`config.mk`:
```
export PLATFORM = sky130hd
export DESIGN_NAME = az_sample_combiner
export DESIGN_NICKNAME = d
export VERILOG_FILES = /design/src/rtl/az_pkg.sv /design/src/rtl/az_result_holdreg.sv /design/src/rtl/az_sample_combiner.sv
export SDC_FILE = /design/constraint.sdc
export NUM_CORES = 1
export LEC_CHECK = 0
export CORE_MARGIN = 5
export CORE_UTILIZATION = 54
export DETAILED_ROUTE_END_ITERATION = 6
export GPL_TIMING_DRIVEN = 0
export PLACE_DENSITY = 0.89
export SLEW_MARGIN = 40
export SYNTH_ARGS = -nofsm -noshare
export SYNTH_HDL_FRONTEND = slang
export SYNTH_SLANG_ARGS = --single-unit
```
`constraint.sdc`:
```
create_clock -name clk -period 2.75 [get_ports clk]
set_input_delay 0.55 -clock clk [delete_from_list [all_inputs] [get_ports clk]]
set_output_delay 0.55 -clock clk [all_outputs]
set_load 0.02 [all_outputs]
```
`src/rtl/az_pkg.sv`:
```
// Shared definitions for the AZ measurement chain: combiner state encoding,
// default count width and the hi/lo phase tags also used by modulation_az.
package az_pkg;

  localparam int AZ_WIDTH = 24;

  localparam logic PHASE_HI = 1'b1;
  localparam logic PHASE_LO = 1'b0;

  typedef enum logic [1:0] {
    NEED_LO = 2'd0,
    HAVE_LO = 2'd1,
    HAVE_HI = 2'd2,
    COMPUTE = 2'd3
  } az_state_e;

endpackage

```
`src/rtl/az_result_holdreg.sv`:
```
// Single-entry result register with valid/ack handshake and sticky overrun.
// Load lands the next cycle; a load while full and not being acked is dropped.
module az_result_holdreg #(
  parameter int WIDTH = 24
) (
  input  logic             clk,
  input  logic             reset,
  input  logic             clear,
  input  logic             load_vld,
  input  logic [WIDTH:0]   load_value,
  input  logic [WIDTH-1:0] load_lo_mean,
  input  logic             result_ack,
  output logic             result_valid,
  output logic [WIDTH:0]   result_value,
  output logic [WIDTH-1:0] result_lo_mean,
  output logic             overrun
);

  logic             valid_q, valid_d;
  logic [WIDTH:0]   value_q, value_d;
  logic [WIDTH-1:0] lo_mean_q, lo_mean_d;
  logic             overrun_q, overrun_d;
  logic             can_load;

  // An ack in the same cycle frees the slot, so the new value may replace it.
  assign can_load = !valid_q || result_ack;

  always_comb begin
    valid_d   = valid_q;
    value_d   = value_q;
    lo_mean_d = lo_mean_q;
    overrun_d = overrun_q;
    if (clear) begin
      valid_d   = 1'b0;
      overrun_d = 1'b0;
    end else if (load_vld && can_load) begin
      valid_d   = 1'b1;
      value_d   = load_value;
      lo_mean_d = load_lo_mean;
    end else if (load_vld) begin
      overrun_d = 1'b1;
    end else if (valid_q && result_ack) begin
      valid_d = 1'b0;
    end
  end

  always_ff @(posedge clk or negedge reset) begin
    if (!reset) begin
      valid_q   <= 1'b0;
      value_q   <= '0;
      lo_mean_q <= '0;
      overrun_q <= 1'b0;
    end else begin
      valid_q   <= valid_d;
      value_q   <= value_d;
      lo_mean_q <= lo_mean_d;
      overrun_q <= overrun_d;
    end
  end

  assign result_valid   = valid_q;
  assign result_value   = value_q;
  assign result_lo_mean = lo_mean_q;
  assign overrun        = overrun_q;

endmodule

```
`src/rtl/az_sample_combiner.sv`:
```
// Auto-zero combiner: pairs hi counts with surrounding lo counts, result = hi - lo_mean.
// Two-lo floor averaging only when AZ_COMBINER_LO_AVG_EN is defined; otherwise the following lo is used.
module az_sample_combiner
  import az_pkg::*;
#(
  parameter int WIDTH = AZ_WIDTH
) (
  input  logic             clk,
  input  logic             reset,
  input  logic             clear,
  input  logic             sample_valid,
  input  logic             sample_is_hi,
  input  logic [WIDTH-1:0] sample_count,
  input  logic             result_ack,
  output logic             result_valid,
  output logic [WIDTH:0]   result_value,
  output logic [WIDTH-1:0] result_lo_mean,
  output logic             overrun,
  output logic             seq_err,
  output logic [1:0]       monitor
);

  az_state_e        state_q, state_d;
  logic [WIDTH-1:0] lo_prev_q, lo_prev_d;
  logic [WIDTH-1:0] hi_hold_q, hi_hold_d;
  logic             seq_err_q, seq_err_d;
  logic             res_load;
  logic [WIDTH-1:0] lo_mean;
  logic [WIDTH:0]   diff;
  logic             is_hi;

  assign is_hi = (sample_is_hi == PHASE_HI);

`ifdef AZ_COMBINER_LO_AVG_EN
  logic [WIDTH-1:0]   lo_new_q, lo_new_d;
  logic signed [WIDTH:0] lo_sum;

  // Mean of two WIDTH-bit values always fits back into WIDTH bits.
  assign lo_sum  = $signed({lo_prev_q[WIDTH-1], lo_prev_q}) + $signed({lo_new_q[WIDTH-1], lo_new_q});
  assign lo_mean = WIDTH'(lo_sum >>> 1);
`else
  // lo_prev already holds the lo that closed the pair, so it is the reference.
  assign lo_mean = lo_prev_q;
`endif

  assign diff = {hi_hold_q[WIDTH-1], hi_hold_q} - {lo_mean[WIDTH-1], lo_mean};

  always_comb begin
    state_d   = state_q;
    lo_prev_d = lo_prev_q;
    hi_hold_d = hi_hold_q;
    seq_err_d = seq_err_q;
    res_load  = 1'b0;
`ifdef AZ_COMBINER_LO_AVG_EN
    lo_new_d  = lo_new_q;
`endif
    if (clear) begin
      state_d   = NEED_LO;
      seq_err_d = 1'b0;
    end else begin
      case (state_q)
        NEED_LO: begin
          if (sample_valid) begin
            if (is_hi) begin
              seq_err_d = 1'b1;
            end else begin
              lo_prev_d = sample_count;
              state_d   = HAVE_LO;
            end
          end
        end
        HAVE_LO: begin
          if (sample_valid) begin
            if (is_hi) begin
              hi_hold_d = sample_count;
              state_d   = HAVE_HI;
            end else begin
              lo_prev_d = sample_count;
            end
          end
        end
        HAVE_HI: begin
          if (sample_valid) begin
            if (is_hi) begin
              hi_hold_d = sample_count;
              seq_err_d = 1'b1;
            end else begin
`ifdef AZ_COMBINER_LO_AVG_EN
              lo_new_d  = sample_count;
`else
              lo_prev_d = sample_count;
`endif
              state_d   = COMPUTE;
            end
          end
        end
        COMPUTE: begin
          res_load = 1'b1;
          state_d  = HAVE_LO;
`ifdef AZ_COMBINER_LO_AVG_EN
          // The closing lo becomes the leading lo of the next hi.
          lo_prev_d = lo_new_q;
`endif
          if (sample_valid) begin
            seq_err_d = 1'b1;
          end
        end
        default: state_d = NEED_LO;
      endcase
    end
  end

  always_ff @(posedge clk or negedge reset) begin
    if (!reset) begin
      state_q   <= NEED_LO;
      lo_prev_q <= '0;
      hi_hold_q <= '0;
      seq_err_q <= 1'b0;
`ifdef AZ_COMBINER_LO_AVG_EN
      lo_new_q  <= '0;
`endif
    end else begin
      state_q   <= state_d;
      lo_prev_q <= lo_prev_d;
      hi_hold_q <= hi_hold_d;
      seq_err_q <= seq_err_d;
`ifdef AZ_COMBINER_LO_AVG_EN
      lo_new_q  <= lo_new_d;
`endif
    end
  end

  az_result_holdreg #(
    .WIDTH(WIDTH)
  ) u_holdreg (
    .clk           (clk),
    .reset         (reset),
    .clear         (clear),
    .load_vld      (res_load),
    .load_value    (diff),
    .load_lo_mean  (lo_mean),
    .result_ack    (result_ack),
    .result_valid  (result_valid),
    .result_value  (result_value),
    .result_lo_mean(result_lo_mean),
    .overrun       (overrun)
  );

  assign seq_err = seq_err_q;
  assign monitor = {result_valid, (state_q == COMPUTE)};

endmodule

```
==> results.cfg <==
[synthesis]
syn-num-nets = 583
synth_enable_flop_cells = 0
syn_area_per_cell_um2 = 9.924
synth_top_area_share_pct = 49.09
syn_inst = 524
synth_compound_area_share_pct = 18.17
post_synth_main_area_contributors = dfrtp_1, ha_1, o21ai_0
synth_xor_area_share_pct = 2.358
synth_top_area_cell = dfrtp_1
ys_seq_area_share_pct = 49.09
yosysWarningCount = 0
synth.distinct_cells = 60
synth-adder-area-share_pct = 7.122
yosys.area_share.simple_pct = 13.50
syn_area_um2 = 5200
synthMuxAreaShare_pct = 5.630
async_flop_share_pct = 100.0
synth_top_family_by_area = compound AO/OA/AOI/OAI gates
synth_ff_type = dfrtp_1
synth-seq-cells = 102

[finish]
nNetsFinal = 677
stdcell_area_um2 = 6394
register_area_um2 = 2552
fin_util_pct = 68.54
fillers = 713
final_cell_mix = dfrtp_1, nand2_1, clkdlybuf4s50_1, o21ai_0
final_common_cell = dfrtp_1
diodes = 0
area_growth_pct = 22.95
drive_above_1_share_pct = 10.75
multiInputGateArea_um2 = 2432

[cts]
clkTransAtPathRegs_ns = 0.09
htree_levels = 3
clk_latency_ns = 0.36
cts_tree = yes
clock-sinks = 102
cts_hold_buf = 0
clk_path_buf_depth = 2
cts-resized-gates = 0
cts_root_buf = clkbuf_8
post-cts-setup-buffers = 0
cts_buffers = 9

[setup_path]
setup.worst_path.class = flip-flop to flip-flop
worstPathMaxFanout = 4
max_stage_delay_ns = 0.43
end_kind = flip-flop
start_kind = flip-flop
timing.reg2reg.setup_slack_ns = 0.27
cp.arrival_ns = 2.76
crit_slowest_cell = dfrtp_1
crit_chain = ha_1 -> fa_1 -> nand2b_1 -> a21oi_2 -> o211ai_2 -> nor3b_2 -> or3_1 -> a31oi_1
worstPathRequired_ns = 3.03

[place]
dp.final_hpwl_um = 9596
io_buffers = 82
post_dp_cell_area_um2 = 6215
gp_congestion = 0.8947

[pwr]
finalPower_mw = 7.420
p_per_area_nw_per_um2 = 1161
power.leakage_nw = 2.870
ir_worst_vdd_v = 0.0005225

[sta]
maxSlewHeadroom_pct = 57.35
fmax_ghz = 0.4028
rsz0062_at_grt = false
period_share_pct = 90.28
clock_skew_ns = 0.01745
fin_setup_tns_ns = 0
maxSlewViolCount = 0
setup_viol = 0
worst_pin_slew_ns = 0.6369
hold_viol_final = 0
min_period_ns = 2.483

[grt]
top_usage_layer = met2
use_met1_pct = 30.10
grt-ovfl-total = 0
grtUsageMet3_pct = 5.373
grt_pass1_vias = 4312
grt_start_max_net_pins = 54
grt.total_usage_pct = 22.76
antenna_found_initial = 0
grt_util_met2_pct = 37.17
grt_pass1_wl_um = 21110

[route]
vias = 4303
first_pass_iters = 5
wl_per_cell_um = 16.90
first_iter_violations = 220
drt-total-wl_um = 12710
route.detailed.drc = 0
postRouteAntennaNets = 0
viasPerCell = 5.722

[die]
die_w_um = 108.1
fp.dieH_um = 108.1
rows = 35
io_pins = 84
start_util_pct = 55.75
core_um2 = 9328
die-area_um2 = 11690

[outcome]
status = finished, final reports clean

[min_path]
hold_path_class = primary input to async pin

[job]
maxCapViolCount = 0
## final cells by class
class                           count  area share, %
Buffer                             23          1.722
Clock buffer                       14          2.544
Clock inverter                      2         0.2544
Inverter                           28          1.644
Multi-Input combinational cell    371          38.04
Sequential cell                   102          39.92
Tap cell                          129          2.524
Timing Repair Buffer               83          13.35
## critical path: cells and delay by family (launching register included)
kind / cells / cell delay (ns)
compound gates: 3 / 0.57
fa+ha+maj: 2 / 0.64
flops: 1 / 0.43
simple gates: 3 / 0.76
## cell usage after synthesis, types with 3 or more instances
cell type,count
a21oi_1,24
nand3_1,7
buf_2,7
nor3_1,5
dfrtp_1,102
a211oi_1,4
o211ai_1,3
nand2_1,89
inv_1,28
nand2b_1,6
xor2_1,9
o21ai_0,70
nor2b_1,3
a21o_1,9
and3_1,4
mux2_2,26
a21oi_2,4
o31ai_1,4
nor2_1,21
o21a_1,3
clkbuf_1,13
xnor2_1,5
ha_1,28
## sequential cells by signal (all words and copies together) (netlist names)
signal / flops
lo_mean: 24
state_q: 2
seq_err: 1
hi_hold_q: 24
u_holdreg.result_valid: 1
u_holdreg.result_lo_mean: 24
u_holdreg.overrun: 1
u_holdreg.result_value: 25
## cells by family after synthesis
group | count (synthesis)
simple gates | 153
compound gates | 149
flops | 102
buf+inv | 51
fa+ha+maj | 29
mux | 26
xor+xnor | 14
## through the flow
step / worst slack (ns) / hold WS [ns] / instances
after detailed placement: 0.1004 / 0.4691 / 736
after global placement: -2.487 / 0.4603 / 735
after CTS: 0.3075 / 0.08830 / 752
after floorplan: 0.5971 / 0.2544 / 524
final: 0.2673 / 0.07580 / 752
after global routing: 0.1906 / 0.09391 / 752
## path summary, 6_finish.rpt
path,from,to,cells past startpoint
setup / recovery,lo_mean[0],u_holdreg.result_value[22],8
hold / removal,reset,u_holdreg.result_lo_mean[16],1
setup reg to reg,lo_mean[0],u_holdreg.result_value[22],8
hold reg to reg,u_holdreg.result_lo_mean[4],u_holdreg.result_lo_mean[4],2
max in group asynchronous,reset,u_holdreg.result_lo_mean[11],2
min in group clk,clear,u_holdreg.overrun,2
## power by group
group / leakage, nW / switching, mW / internal [mW]
Sequential: 1.31 / 0.302 / 2.04
Clock: 0.0869 / 0.501 / 0.383
Combinational: 1.48 / 2.37 / 1.83
Total: 2.87 / 3.17 / 4.25
## per-layer routing
layer	part of all wire [%]	routed length [µm]
met5	0	0
met3	7.0	895
met4	1.8	235
met2	48	6078
met1	43	5501
No activity file was read; power rests on OpenSTA's default activity.
